File: src/rtl/trap_controller_pkg.sv
// Shared definitions for the machine-mode trap controller: cause codes, CSR
// addresses, FSM state encoding, memory access sizes and the alignment helper.
package trap_controller_pkg;

    // Exception cause codes (mcause with the interrupt flag clear)
    localparam logic [31:0] MCAUSE_INSTR_MISALIGNED = 32'd0;
    localparam logic [31:0] MCAUSE_ILLEGAL_INSTR    = 32'd2;
    localparam logic [31:0] MCAUSE_BREAKPOINT       = 32'd3;
    localparam logic [31:0] MCAUSE_LOAD_MISALIGNED  = 32'd4;
    localparam logic [31:0] MCAUSE_LOAD_ACCESS      = 32'd5;
    localparam logic [31:0] MCAUSE_STORE_MISALIGNED = 32'd6;
    localparam logic [31:0] MCAUSE_STORE_ACCESS     = 32'd7;
    localparam logic [31:0] MCAUSE_ECALL_M          = 32'd11;

    // Platform interrupt line i reports cause MCAUSE_IRQ_BASE + i
    localparam int unsigned MCAUSE_IRQ_BASE = 16;
    localparam logic [31:0] MCAUSE_IRQ_FLAG = 32'h8000_0000;

    // Trap CSR addresses
    localparam logic [11:0] CSR_MSTATUS = 12'h300;
    localparam logic [11:0] CSR_MIE     = 12'h304;
    localparam logic [11:0] CSR_MTVEC   = 12'h305;
    localparam logic [11:0] CSR_MEPC    = 12'h341;
    localparam logic [11:0] CSR_MCAUSE  = 12'h342;
    localparam logic [11:0] CSR_MTVAL   = 12'h343;
    localparam logic [11:0] CSR_MIP     = 12'h344;

    // mstatus bit positions
    localparam int unsigned MSTATUS_MIE_BIT  = 3;
    localparam int unsigned MSTATUS_MPIE_BIT = 7;

    // mem_size encodings; 2'd3 is handled like a word
    localparam logic [1:0] MEM_SIZE_BYTE = 2'd0;
    localparam logic [1:0] MEM_SIZE_HALF = 2'd1;
    localparam logic [1:0] MEM_SIZE_WORD = 2'd2;

    // Trap sequencing states
    typedef enum logic [1:0] {
        ST_RUN     = 2'd0,
        ST_ENTER   = 2'd1,
        ST_HANDLER = 2'd2,
        ST_RETURN  = 2'd3
    } tc_state_e;

    // True when an access of the given size is not naturally aligned
    function automatic logic addr_misaligned(input logic [1:0] addr_lsb,
                                             input logic [1:0] size);
        logic mis;
        case (size)
            MEM_SIZE_BYTE: mis = 1'b0;
            MEM_SIZE_HALF: mis = addr_lsb[0];
            default:       mis = |addr_lsb;
        endcase
        return mis;
    endfunction

endpackage

File: src/rtl/trap_prioritiser.sv
// Combinational event detection for the trap controller: picks the single
// highest-priority interrupt or exception and supplies its mcause and mtval.
module trap_prioritiser
    import trap_controller_pkg::*;
#(
    parameter int unsigned NUM_IRQ = 8
) (
    input  logic [31:0]        pc_i,
    input  logic [31:0]        instruction_i,
    input  logic [31:0]        mem_addr_i,
    input  logic               mem_read_i,
    input  logic               mem_write_i,
    input  logic [1:0]         mem_size_i,
    input  logic               bus_error_i,
    input  logic               illegal_instr_i,
    input  logic               ecall_i,
    input  logic               ebreak_i,
    input  logic [NUM_IRQ-1:0] irq_i,
    input  logic [NUM_IRQ-1:0] irq_en_i,
    input  logic               global_ie_i,
    output logic               event_valid_o,
    output logic [31:0]        cause_o,
    output logic [31:0]        tval_o
);

    logic [NUM_IRQ-1:0] irq_pending;
    logic               irq_hit;
    logic [4:0]         irq_idx;
    logic               mem_mis;
    logic               load_chk;
    logic               store_chk;

    assign irq_pending = irq_i & irq_en_i;
    assign irq_hit     = global_ie_i & (|irq_pending);
    assign mem_mis     = addr_misaligned(mem_addr_i[1:0], mem_size_i);
    assign load_chk    = mem_read_i;
    assign store_chk   = mem_write_i & ~mem_read_i;

    // Lowest pending interrupt index wins; scanning downwards leaves it last
    always_comb begin
        irq_idx = 5'd0;
        for (int i = int'(NUM_IRQ) - 1; i >= 0; i--) begin
            if (irq_pending[i]) begin
                irq_idx = 5'(i);
            end
        end
    end

    // Fixed priority chain, interrupts first
    always_comb begin
        event_valid_o = 1'b1;
        cause_o       = 32'h0;
        tval_o        = 32'h0;
        if (irq_hit) begin
            cause_o = MCAUSE_IRQ_FLAG | 32'(MCAUSE_IRQ_BASE + 32'(irq_idx));
        end else if (pc_i[1:0] != 2'b00) begin
            cause_o = MCAUSE_INSTR_MISALIGNED;
            tval_o  = pc_i;
        end else if (illegal_instr_i) begin
            cause_o = MCAUSE_ILLEGAL_INSTR;
            tval_o  = instruction_i;
        end else if (ebreak_i) begin
            cause_o = MCAUSE_BREAKPOINT;
            tval_o  = pc_i;
        end else if (load_chk && mem_mis) begin
            cause_o = MCAUSE_LOAD_MISALIGNED;
            tval_o  = mem_addr_i;
        end else if (load_chk && bus_error_i) begin
            cause_o = MCAUSE_LOAD_ACCESS;
            tval_o  = mem_addr_i;
        end else if (store_chk && mem_mis) begin
            cause_o = MCAUSE_STORE_MISALIGNED;
            tval_o  = mem_addr_i;
        end else if (store_chk && bus_error_i) begin
            cause_o = MCAUSE_STORE_ACCESS;
            tval_o  = mem_addr_i;
        end else if (ecall_i) begin
            cause_o = MCAUSE_ECALL_M;
        end else begin
            event_valid_o = 1'b0;
        end
    end

endmodule

File: src/rtl/trap_controller.sv
// Machine-mode trap controller: owns the trap CSRs and sequences trap entry
// and MRET return at the commit stage, driving PC redirects and flushes.
// Optional build macro VECTORED_MTVEC_EN enables mtvec vectored mode.
module trap_controller
    import trap_controller_pkg::*;
#(
    parameter int unsigned NUM_IRQ     = 8,
    parameter logic [31:0] RESET_MTVEC = 32'h0000_0100
) (
    input  logic               clk,
    input  logic               rst,
    input  logic               instr_valid,
    input  logic [31:0]        pc,
    input  logic [31:0]        instruction,
    input  logic [31:0]        mem_addr,
    input  logic               mem_read,
    input  logic               mem_write,
    input  logic [1:0]         mem_size,
    input  logic               bus_error,
    input  logic               illegal_instr,
    input  logic               ecall,
    input  logic               ebreak,
    input  logic               mret,
    input  logic [NUM_IRQ-1:0] irq,
    input  logic               csr_we,
    input  logic [11:0]        csr_addr,
    input  logic [31:0]        csr_wdata,
    output logic [31:0]        csr_rdata,
    output logic               trap_taken,
    output logic               mret_taken,
    output logic [31:0]        redirect_pc,
    output logic               flush,
    output logic               in_trap
);

    tc_state_e          state_q, state_d;
    logic               trap_taken_q, trap_taken_d;
    logic               mret_taken_q, mret_taken_d;
    logic [31:0]        redirect_q, redirect_d;
    logic               flush_q, flush_d;
    logic               in_trap_q, in_trap_d;

    logic               mstatus_mie_q, mstatus_mie_d;
    logic               mstatus_mpie_q, mstatus_mpie_d;
    logic [NUM_IRQ-1:0] mie_q, mie_d;
    logic [31:0]        mtvec_q, mtvec_d;
    logic [31:0]        mepc_q, mepc_d;
    logic [31:0]        mcause_q, mcause_d;
    logic [31:0]        mtval_q, mtval_d;

    logic               ev_valid;
    logic [31:0]        ev_cause;
    logic [31:0]        ev_tval;
    logic [31:0]        trap_target;

    trap_prioritiser #(
        .NUM_IRQ (NUM_IRQ)
    ) u_prio (
        .pc_i            (pc),
        .instruction_i   (instruction),
        .mem_addr_i      (mem_addr),
        .mem_read_i      (mem_read),
        .mem_write_i     (mem_write),
        .mem_size_i      (mem_size),
        .bus_error_i     (bus_error),
        .illegal_instr_i (illegal_instr),
        .ecall_i         (ecall),
        .ebreak_i        (ebreak),
        .irq_i           (irq),
        .irq_en_i        (mie_q),
        .global_ie_i     (mstatus_mie_q),
        .event_valid_o   (ev_valid),
        .cause_o         (ev_cause),
        .tval_o          (ev_tval)
    );

    // Handler entry address for the event currently presented
    always_comb begin
        trap_target = {mtvec_q[31:2], 2'b00};
`ifdef VECTORED_MTVEC_EN
        if (ev_cause[31] && (mtvec_q[1:0] == 2'b01)) begin
            trap_target = {mtvec_q[31:2], 2'b00} + 32'({ev_cause[4:0], 2'b00});
        end
`endif
    end

    // FSM state and registered outputs
    always_ff @(posedge clk or posedge rst) begin
        if (rst) begin
            state_q      <= ST_RUN;
            trap_taken_q <= 1'b0;
            mret_taken_q <= 1'b0;
            redirect_q   <= 32'h0;
            flush_q      <= 1'b0;
            in_trap_q    <= 1'b0;
        end else begin
            state_q      <= state_d;
            trap_taken_q <= trap_taken_d;
            mret_taken_q <= mret_taken_d;
            redirect_q   <= redirect_d;
            flush_q      <= flush_d;
            in_trap_q    <= in_trap_d;
        end
    end

    // Next state and next output values; commits are only looked at in RUN/HANDLER
    always_comb begin
        state_d      = state_q;
        trap_taken_d = 1'b0;
        mret_taken_d = 1'b0;
        redirect_d   = 32'h0;
        case (state_q)
            ST_RUN, ST_HANDLER: begin
                if (instr_valid && ev_valid) begin
                    state_d      = ST_ENTER;
                    trap_taken_d = 1'b1;
                    redirect_d   = trap_target;
                end else if (instr_valid && mret) begin
                    state_d      = ST_RETURN;
                    mret_taken_d = 1'b1;
                    redirect_d   = mepc_q;
                end
            end
            ST_ENTER:  state_d = ST_HANDLER;
            ST_RETURN: state_d = ST_RUN;
            default:   state_d = ST_RUN;
        endcase
        flush_d   = trap_taken_d | mret_taken_d;
        in_trap_d = (state_d == ST_HANDLER);
    end

    // Trap CSR registers
    always_ff @(posedge clk or posedge rst) begin
        if (rst) begin
            mstatus_mie_q  <= 1'b0;
            mstatus_mpie_q <= 1'b0;
            mie_q          <= '0;
            mtvec_q        <= RESET_MTVEC;
            mepc_q         <= 32'h0;
            mcause_q       <= 32'h0;
            mtval_q        <= 32'h0;
        end else begin
            mstatus_mie_q  <= mstatus_mie_d;
            mstatus_mpie_q <= mstatus_mpie_d;
            mie_q          <= mie_d;
            mtvec_q        <= mtvec_d;
            mepc_q         <= mepc_d;
            mcause_q       <= mcause_d;
            mtval_q        <= mtval_d;
        end
    end

    // CSR updates: trap entry / return take precedence and drop a concurrent software write
    always_comb begin
        mstatus_mie_d  = mstatus_mie_q;
        mstatus_mpie_d = mstatus_mpie_q;
        mie_d          = mie_q;
        mtvec_d        = mtvec_q;
        mepc_d         = mepc_q;
        mcause_d       = mcause_q;
        mtval_d        = mtval_q;
        if (trap_taken_d) begin
            mepc_d         = {pc[31:2], 2'b00};
            mcause_d       = ev_cause;
            mtval_d        = ev_tval;
            mstatus_mpie_d = mstatus_mie_q;
            mstatus_mie_d  = 1'b0;
        end else if (mret_taken_d) begin
            mstatus_mie_d  = mstatus_mpie_q;
            mstatus_mpie_d = 1'b1;
        end else if (csr_we) begin
            case (csr_addr)
                CSR_MSTATUS: begin
                    mstatus_mie_d  = csr_wdata[MSTATUS_MIE_BIT];
                    mstatus_mpie_d = csr_wdata[MSTATUS_MPIE_BIT];
                end
                CSR_MIE:    mie_d    = csr_wdata[MCAUSE_IRQ_BASE +: NUM_IRQ];
`ifdef VECTORED_MTVEC_EN
                CSR_MTVEC:  mtvec_d  = csr_wdata;
`else
                CSR_MTVEC:  mtvec_d  = {csr_wdata[31:2], 2'b00};
`endif
                CSR_MEPC:   mepc_d   = {csr_wdata[31:2], 2'b00};
                CSR_MCAUSE: mcause_d = csr_wdata;
                CSR_MTVAL:  mtval_d  = csr_wdata;
                default: ;
            endcase
        end
    end

    // Combinational CSR read port
    always_comb begin
        csr_rdata = 32'h0;
        case (csr_addr)
            CSR_MSTATUS: csr_rdata = {24'h0, mstatus_mpie_q, 3'b000, mstatus_mie_q, 3'b000};
            CSR_MIE:     csr_rdata = 32'({mie_q, 16'h0000});
            CSR_MTVEC:   csr_rdata = mtvec_q;
            CSR_MEPC:    csr_rdata = mepc_q;
            CSR_MCAUSE:  csr_rdata = mcause_q;
            CSR_MTVAL:   csr_rdata = mtval_q;
            CSR_MIP:     csr_rdata = 32'({irq, 16'h0000});
            default:     csr_rdata = 32'h0;
        endcase
    end

    assign trap_taken  = trap_taken_q;
    assign mret_taken  = mret_taken_q;
    assign redirect_pc = redirect_q;
    assign flush       = flush_q;
    assign in_trap     = in_trap_q;

endmodule

File: config.mk
export PLATFORM = sky130hd
export DESIGN_NAME = trap_controller
export DESIGN_NICKNAME = d
export VERILOG_FILES = /design/src/rtl/trap_controller_pkg.sv /design/src/rtl/trap_prioritiser.sv /design/src/rtl/trap_controller.sv
export SDC_FILE = /design/constraint.sdc
export NUM_CORES = 1
export LEC_CHECK = 0
export ABC_CLOCK_PERIOD_IN_PS = 10500
export BUFFER_PORTS_ARGS = -buffer_cell sky130_fd_sc_hd__buf_2
export CELL_PAD_IN_SITES_DETAIL_PLACEMENT = 1
export CELL_PAD_IN_SITES_GLOBAL_PLACEMENT = 2
export CORE_ASPECT_RATIO = 1.1
export CORE_MARGIN = 2
export CORE_UTILIZATION = 35
export DETAILED_ROUTE_END_ITERATION = 16
export PLACE_DENSITY_LB_ADDON = 0.1
export SLEW_MARGIN = 20
export SYNTH_ARGS = -nofsm -noshare
export SYNTH_HDL_FRONTEND = slang
export SYNTH_SLANG_ARGS = --single-unit
File: constraint.sdc
create_clock -name clk -period 10.5 [get_ports clk]
set_input_delay 0.525 -clock clk [delete_from_list [all_inputs] [get_ports clk]]
set_output_delay 0.525 -clock clk [all_outputs]
set_load 0.01 [all_outputs]
==> impl_results.md, run 1 <==
- Critical path destination: csr_rdata[7]
- Post-CTS Resized: 0
- Routed Antenna Nets: 0
- Period utilization: about 34%
- FF-to-FF path depth: 8
- DP HPWL: around 21000 um
- Worst path arrival time: between 2 and 3 ns
- Critical R2R Capture: mtval_q[27]$_DFFE_PP0P_
- First-pass GRT wire length: between 50000 and 60000 um
- Slew Viols, Final: 0
- PortBufs: between 200 and 250
- Later-pin clock latency in the skew report: ~0.43 ns
- Static Leak: 5.19 nW
- Clk slew on worst S/H paths: ~0.070 ns
- Syn. warnings: 0
- Synth area leader: dfrtp_1
- Hold Crit Class: input pin to asynchronous set/reset pin
- Top-count cell post-synth: dfrtp_1
- Post-synth EDFFs: 0
- Via density per instance: between 5 and 6
- Gate Count Post-Synth: 947
- Register area share after synthesis: 46.3%
- Number of CTS-inserted buffers: 17
- Critical R2R Launch: mie_q[5]$_DFFE_PP0P_
- Final setup viols: 0
- Net switching power: 0.000455 W
- WL final: approximately 34000 um
- Combinational Power Share: between 10% and 20%
- Worst setup path startpoint: csr_addr[5]
- Seq pwr share: 45.7%
- Required time of the critical path: between 9 and 10 ns
- Clk sinks: 170
- Minimum clock period after layout: around 3.5 ns
- H-Tree Depth: 4
- Seq cells post-synth: between 150 and 200
- RD Place Congestion: roughly 0.76
- Most used DFF post-synth: dfrtp_1
- GRT Util Overall: about a quarter
- CP Class: input pin to output port
- Hold_ws: slightly below 0.3 ns
- Overflow after GRT: 0
- IO Pins: about 230
- Die width: between 150 and 200 um
- DRC violations left: 0
- Max Root-Sink Buffers: 2
- Rel. slew slack: between 20 and 25%
- Peak Freq: 0.284 GHz
- Fin nets: roughly 1300
- Critical-path cell list: buf_2 -> nor3_2 -> nand2b_1 -> or3b_1 -> nor2_4 -> a22oi_1 -> nand3_1 -> buf_2
- Max Cap Viol: 0
- Peak fanout along the critical path: 31
- Crit-path max cell delay: 0.82 ns
- Clock share of power: 41.5%
- Hold Vio Cnt, Final: 0
- Tot Pwr: approximately 0.0016 W
- Yosys cell types: 63
- CP dominant cell by count: buf_2
- RSZ-0062 raised after global routing: false
- Setup TNS: 0 ns
- CTS tree: done
- Largest net degree at the start of global routing: 100
- Worst slew pin tran: roughly 1.2 ns
- Vias after detailed routing: roughly 8500
- Peak supply drop: ~0.10 mV
- Critical Path Start Type: input pin
- Sw Ratio: 28.6%
- Avg Cell Area, Syn: 9.70 um^2
- Ys async rst share: between 90% and 100%
- Run status: finished, final reports clean
- Post-CTS Setup Repair Bufs: 0
- DRT iter0 DRCs: 588
- Post-synthesis to final-layout area growth: 21.6%
- Synth top area cells: dfrtp_1 (46%), nand2_1 (6.2%), a22o_1 (5.0%)
- Die ar.: around 28000 um^2
- Share of the synthesized area in the top cell type: 46.0%
- Core ar.: between 20000 and 30000 um^2
- Row cnt: 62
- CTS Hold Bufs: 0
- Initial antenna violation count: 2
- Clock Skews: 0.0117 ns
- Initial Util: around 35%
- Share of cells above drive strength 1: 29.4%
- PD cells: ~140 nW/um^2
- Die height: around 170 um
- Int Pwr: 0.00114 W
- Root buffer cell: clkbuf_16
- Leading cell types by count after synthesis: dfrtp_1 (169), nand2_1 (152), nor2_1 (76)
- DR pass1 iterations: 9
- Slowest CP cell: nor2_4
- Reg-to-reg setup timing slack: 7.41 ns
- Drt wl/cell: between 20 and 25 um
- CP endpoint kind: output port
- Syn Std Cell Area: between 9000 and 10000 um^2
- Vias in the first global route: approximately 9000
==> area by class of cell <==
type | count | area, um^2
Clock inverter | 13 | 156
Antenna cell | 1 | 2.50
Fill cell | 3042 | 14800
Tap cell | 352 | 440
Sequential cell | 170 | 4260
Inverter | 7 | 33.8
Multi-Input combinational cell | 689 | 4620
Timing Repair Buffer | 238 | 1220
Clock buffer | 19 | 443
==> critical path, delay by kind of cell <==
kind                   cells  cell delay [ns]
buffers and inverters      2             0.26
AOI/OAI and AO/OA          1             0.21
and+or+nand+nor            5             1.98
==> cells in the final DEF (no fill, tap or decap), types with 17 or more instances in the layout <==
cell       instances
a22oi_1           39
a21oi_1           68
o21ai_0           21
buf_2            226
a22o_1            52
nand2_1          151
mux2i_1           31
mux2_4            30
a221o_1           20
clkbuf_16         17
nor2_1            73
dfrtp_1          169
or3_1             30
a221oi_1          30
a31oi_1           38
==> registers in the layout (all words and copies together), names as in the netlist <==
register / count
mcause_q: 32
mtval_q: 32
mepc_q: 30
mtvec_q: 30
redirect_pc: 30
mie_q: 8
state_q: 2
flush: 1
in_trap: 1
mret_taken: 1
mstatus_mie_q: 1
mstatus_mpie_q: 1
trap_taken: 1
==> kinds of logic after synthesis <==
logic type | synth area share [%]
simple gates | 14.5
buf+inv | 4.33
other cells | 0.0408
mux | 9.26
compound gates | 25.5
flops | 46.3
==> metal layers <==
metal	up-vias	part of all wire (%)	global-route usage (%)
met5	-	0.021	0
li1	3899	-	-
met4	2	0.68	4.65
met2	246	49	40.9
met1	4371	45	34.3
met3	14	5.2	4.14
==> worst min-delay path by stage <==
stage,startpoint,end,slack [ns]
finish,rst,trap_taken$_DFF_PP0_,0.29
global placement,mepc_q[2]$_DFFE_PP0P_,redirect_pc[2]$_DFF_PP0_,0.50
floorplan,mepc_q[16]$_DFFE_PP0P_,redirect_pc[16]$_DFF_PP0_,0.49
CTS,rst,trap_taken$_DFF_PP0_,0.33
global route,pc[27],mepc_q[27]$_DFFE_PP0P_,0.35
detailed placement,mepc_q[5]$_DFFE_PP0P_,redirect_pc[5]$_DFF_PP0_,0.51
==> stage by stage <==
stage / setup WS [ns] / utilization, % / area [um^2] / std cells
after floorplan: 5.37 / - / 9190 / 948
after global placement: 6.69 / 40.7 / 10600 / 1456
after detailed placement: 6.62 / 40.7 / 10600 / 1456
after CTS: 7.00 / 43.0 / 11200 / 1488
after global routing: 6.81 / 43.0 / 11200 / 1488
final: 6.98 / 43.0 / 11200 / 1489
==> power groups by stage <==
stage	Combinational [W]	Sequential, W	Clock (W)
finish	0.000204	0.000729	0.000661
global route	0.000229	0.000735	0.000699
CTS	0.000206	0.000729	0.000670
detailed placement	0.000205	0.000741	0
global placement	0.000202	0.000740	0
floorplan	0.000118	0.000732	0
(Power assumes the default switching activity.)
==> inputs of run 2 (changes only) <==
ABC_CLOCK_PERIOD_IN_PS = 3300   (was 10500)
CORE_UTILIZATION = 33   (was 35)
clock period = 3.3 ns   (was 10.5 ns; I/O delays follow)
==> impl_results.md, run 2 (synthesis gave the netlist of run 1 again) <==
- Peak Freq: 0.405 GHz
- Period utilization: between 70% and 80%
- Routed Antenna Nets: 0
- Clock Skews: between 0.01 and 0.015 ns
- Drt wl/cell: around 23 um
- PD cells: 443 nW/um^2
- Vias in the first global route: 8952
- Initial Util: 33.3%
- DRC violations left: 0
- Hold_ws: roughly 0.02 ns
- Rel. slew slack: a little over two fifths
- Setup TNS: 0 ns
- Max Root-Sink Buffers: 2
- Final non-filler cell area: ~12000 um^2
- Final setup viols: 0
- Via density per instance: ~5.6
- DP HPWL: about 23000 um
- Clk slew on worst S/H paths: around 0.070 ns
- Hold Crit Class: input pin to flop
- IO Pins: around 230
- WL final: roughly 35000 um
- GRT Util Overall: between 20% and 30%
- RD Place Congestion: slightly below 0.8
- Die ar.: 29200 um^2
- Most common cell after layout, fill and taps aside: buf_2
- Placed cell count: between 1000 and 1500
- PortBufs: between 200 and 250
- Max Cap Viol: 0
- Number of CTS-inserted buffers: 17
- CTS tree: done
- Worst slew pin tran: between 0.8 and 0.9 ns
- H-Tree Depth: 4
- Initial antenna violation count: 0
- Share of cells above drive strength 1: 29.6%
- Peak supply drop: between 0.3 and 0.4 mV
- Fin nets: ~1300
- Run status: finished, final reports clean
- Clk sinks: 170
- Post-synthesis to final-layout area growth: 26.9%
- Minimum clock period after layout: between 2 and 2.5 ns
- Largest regs: mcause_q: 32 flops, mtval_q: 32 flops
- Placement Setup Slack: around 0.82 ns
- Layout fillers: about 3200
- DR pass1 iterations: 8
- Fin cells: roughly 1500
- Later-pin clock latency in the skew report: 0.43 ns
- DRT iter0 DRCs: 547
- Slew Viols, Final: 0
- Post-place instance area: between 10000 and 15000 um^2
- Worst path arrival time: approximately 2.8 ns
- Largest net degree at the start of global routing: 74
- Critical Path Start Type: flop
- Overflow after GRT: 0
- Most frequent cells in the layout: buf_2 (226), dfrtp_1 (169), nand2_1 (151)
- Peak fanout along the critical path: 66
- Die height: roughly 180 um
- Post-CTS Setup Repair Bufs: 0
- Root buffer cell: clkbuf_16
- RSZ-0062 raised after global routing: false
- Vias after detailed routing: about 8700
- Static Leak: ~5.4 nW
- CP endpoint kind: flop
- Final WS setup: between 0.8 and 0.9 ns
- Required time of the critical path: 3.61 ns
- CP Class: flop to flop
- Core ar.: ~28000 um^2
- Row cnt: between 60 and 70
- Die width: roughly 160 um
- Hold Vio Cnt, Final: 0
- First-pass GRT wire length: about 54000 um
==> run 2: where the power goes <==
| part | switching, W | total, W | leakage [nW] | internal, W |
|---|---|---|---|---|
| Combinational | 0.000420 | 0.000693 | 2.90 | 0.000273 |
| Clock | 0.000914 | 0.00215 | 0.304 | 0.00123 |
| Sequential | 0.0000978 | 0.00232 | 2.21 | 0.00222 |
==> run 2: final cells by class <==
cell class                      count  area [um^2]  share of cell area (%)
Multi-Input combinational cell    689         4610                    39.6
Clock buffer                       18          439                    3.77
Antenna cell                        1         2.50                  0.0215
Tap cell                          363          454                    3.90
Clock inverter                     14          184                    1.58
Timing Repair Buffer              285         1680                    14.4
Sequential cell                   170         4260                    36.5
Inverter                            7         32.5                   0.279
==> run 2: path summary, 6_finish.rpt <==
kind | from | endpoint | slack, ns | depth (start not counted)
worst max-delay path | mie_q[1]$_DFFE_PP0P_ | redirect_pc[13]$_DFF_PP0_ | 0.83 | 6
worst min-delay path | csr_wdata[14] | mcause_q[14]$_DFFE_PP0P_ | 0.02 | 3
worst max register to register | mie_q[1]$_DFFE_PP0P_ | redirect_pc[13]$_DFF_PP0_ | 0.83 | 6
worst min register to register | mepc_q[14]$_DFFE_PP0P_ | redirect_pc[14]$_DFF_PP0_ | 0.52 | 1
max in group asynchronous | rst | mtvec_q[20]$_DFFE_PP0P_ | 1.93 | 4
min in group asynchronous | rst | redirect_pc[29]$_DFF_PP0_ | 0.35 | 3
==> run 2: metal layers <==
layer | vias up | global-route usage [%] | wire length (um)
li1 | 3990 | - | -
met1 | 4443 | 33.0 | 15800
met2 | 249 | 40.3 | 16900
met3 | 24 | 3.93 | 1750
met4 | 0 | 5.97 | 480
met5 | - | 0 | 0
==> run 2: what timing repair did <==
| action | in CTS | in global routing |
|---|---|---|
| hold endpoints to repair | 53 | 0 |
| hold buffers | 31 | 0 |
| gates resized for setup | 0 | 0 |
==> run 2: worst max-delay path: stages, from the launching register on <==
cell	delay, ns
dfrtp_1	0.40
a22oi_1	0.41
a41oi_1	0.43
o21ai_4	0.36
inv_4	0.04
buf_4	0.34
a22o_1	0.34
==> run 2: metrics by stage <==
step	power, W	utilization [%]
floorplan	0.00271	-
global placement	0.00302	38.8
detailed placement	0.00303	38.8
CTS	0.00522	42.2
global route	0.00540	42.2
finish	0.00516	42.2
==> inputs of run 3 (changes only) <==
ABC_CLOCK_PERIOD_IN_PS = 2500   (was 3300)
clock period = 2.5 ns   (was 3.3 ns; I/O delays follow)
==> impl_results.md, run 3 (synthesis gave the netlist of run 1 again) <==
- Run status: finished, final reports clean
- Largest net degree at the start of global routing: 95
- Clock Skews: approximately 0.013 ns
- Slew Viols, Final: 0
- Fin nets: 1377
- IO Pins: about 230
- Drt wl/cell: between 20 and 25 um
- Critical Path Start Type: flop
- CP endpoint kind: flop
- Clk slew on worst S/H paths: 0.07 ns
- DP HPWL: between 20000 and 25000 um
- DRC violations left: 0
- Core ar.: approximately 28000 um^2
- Worst slew pin tran: 0.785 ns
- PortBufs: 226
- Max Root-Sink Buffers: 2
- Routed Antenna Nets: 0
- Via density per instance: 5.58
- Placement Setup Slack: about 0.076 ns
- Number of diodes: 0
- Vias in the first global route: 9021
- Peak Freq: roughly 0.41 GHz
- Post-synthesis to final-layout area growth: 32.7%
- Overflow after GRT: 0
- Die height: ~180 um
- Hold Crit Class: input pin to flop
- Vias after detailed routing: just under 9000
- Peak supply drop: roughly 0.42 mV
- CP Class: flop to flop
- Most common cell after layout, fill and taps aside: buf_2
- Max Cap Viol: 0
- Initial antenna violation count: 0
- Initial Util: between 30% and 40%
- PD cells: 551 nW/um^2
- Peak fanout along the critical path: 18
- H-Tree Depth: 4
- Period utilization: a little over nine tenths
- Static Leak: between 5 and 6 nW
- Required time of the critical path: between 2 and 3 ns
- Share of cells above drive strength 1: 29.7%
- RD Place Congestion: 0.811
- WL final: between 30000 and 40000 um
- Rel. slew slack: between 40% and 50%
- Hold Vio Cnt, Final: 0
- Final WS setup: approximately 0.078 ns
- First-pass GRT wire length: between 50000 and 60000 um
- DR pass1 iterations: 5
- GRT Util Overall: 24.3%
- DRT iter0 DRCs: between 700 and 800
- Row cnt: 64
- CTS tree: done
- RSZ-0062 raised after global routing: false
- Largest regs: mcause_q: 32 flops, mtval_q: 32 flops
- Root buffer cell: clkbuf_16
- Most frequent cells in the layout: buf_2 (226), dfrtp_1 (169), nand2_1 (151)
- Final setup viols: 0
- Number of CTS-inserted buffers: 17
- Die width: between 150 and 200 um
- Clk sinks: 170
- Later-pin clock latency in the skew report: 0.44 ns
- Worst path arrival time: 2.74 ns
- Setup TNS: 0 ns
- Die ar.: slightly below 30000 um^2
- Post-CTS Setup Repair Bufs: 0
- Minimum clock period after layout: roughly 2.4 ns
## run 3: changes by cell type in the layout (fill, tap and decap cells not counted), sizes merged, moves of 2 or more
cell	change
buf	+14
clkinv	-2
bufinv	-2
inv	+3
dlygate4sd3	+32
clkinvlp	+2
## run 3: final cells by class
type	instances	area (um^2)
timing repair buffer	331	2250
multi-input combinational	689	4620
clock inverter	15	156
tap	363	454
clock buffer	17	425
sequential	170	4260
inverter	7	32.5
fill	3197	15400
## run 3: per-stage QoR
stage                     power [W]  hold WS [ns]  utilization (%)  cell area [um^2]  cells
after floorplan             0.00357         0.242                -              9200    948
after global placement      0.00400         0.102             39.7             11000   1497
after detailed placement    0.00402         0.111             39.7             11000   1497
after CTS                   0.00678     0.0000413             44.1             12200   1592
after global routing        0.00703        0.0359             44.1             12200   1592
final                       0.00671        0.0250             44.1             12200   1592
## run 3: repair_timing
| item | in CTS | in global routing |
|---|---|---|
| gates resized for setup | 0 | 1 |
| endpoints found under the setup margin | 0 | 8 |
| endpoints found under the hold margin | 129 | 0 |
| hold buffers | 63 | 0 |
## run 3: layer usage
layer | track usage, % | up-vias | part of all wire, %
li1 | - | 4080 | -
met1 | 32.4 | 4496 | 45
met2 | 41.3 | 283 | 49
met3 | 3.84 | 25 | 4.7
met4 | 6.01 | 0 | 1.3
met5 | 0 | - | 0
## run 3: critical path, stage by stage, from the launching register on
cell,delay [ns]
dfrtp_1,0.42
a22oi_1,0.31
a41o_1,0.36
nand2_2,0.15
o21ai_2,0.27
nand3_2,0.14
buf_4,0.28
mux2_4,0.34
## run 3: final timing paths
check | slack, ns | startpoint | endpoint | depth (start not counted)
min | 0.03 | instr_valid | state_q[1]$_DFF_PP0_ | 3
max reg2reg | 0.08 | mie_q[7]$_DFFE_PP0P_ | mtvec_q[13]$_DFFE_PP0P_ | 7
min reg2reg | 0.53 | mcause_q[18]$_DFFE_PP0P_ | mcause_q[18]$_DFFE_PP0P_ | 2
min in group asynchronous | 0.19 | rst | redirect_pc[29]$_DFF_PP0_ | 3
max | 0.08 | mie_q[7]$_DFFE_PP0P_ | mtvec_q[13]$_DFFE_PP0P_ | 7
max in group asynchronous | 1.50 | rst | mtvec_q[8]$_DFFE_PP1P_ | 4
## run 3: report_power, final
group          internal (W)  switching, W  leakage (nW)
clock               0.00141       0.00126         0.280
sequential          0.00293      0.000127          2.21
combinational      0.000413      0.000570          3.14
total               0.00476       0.00195          5.64
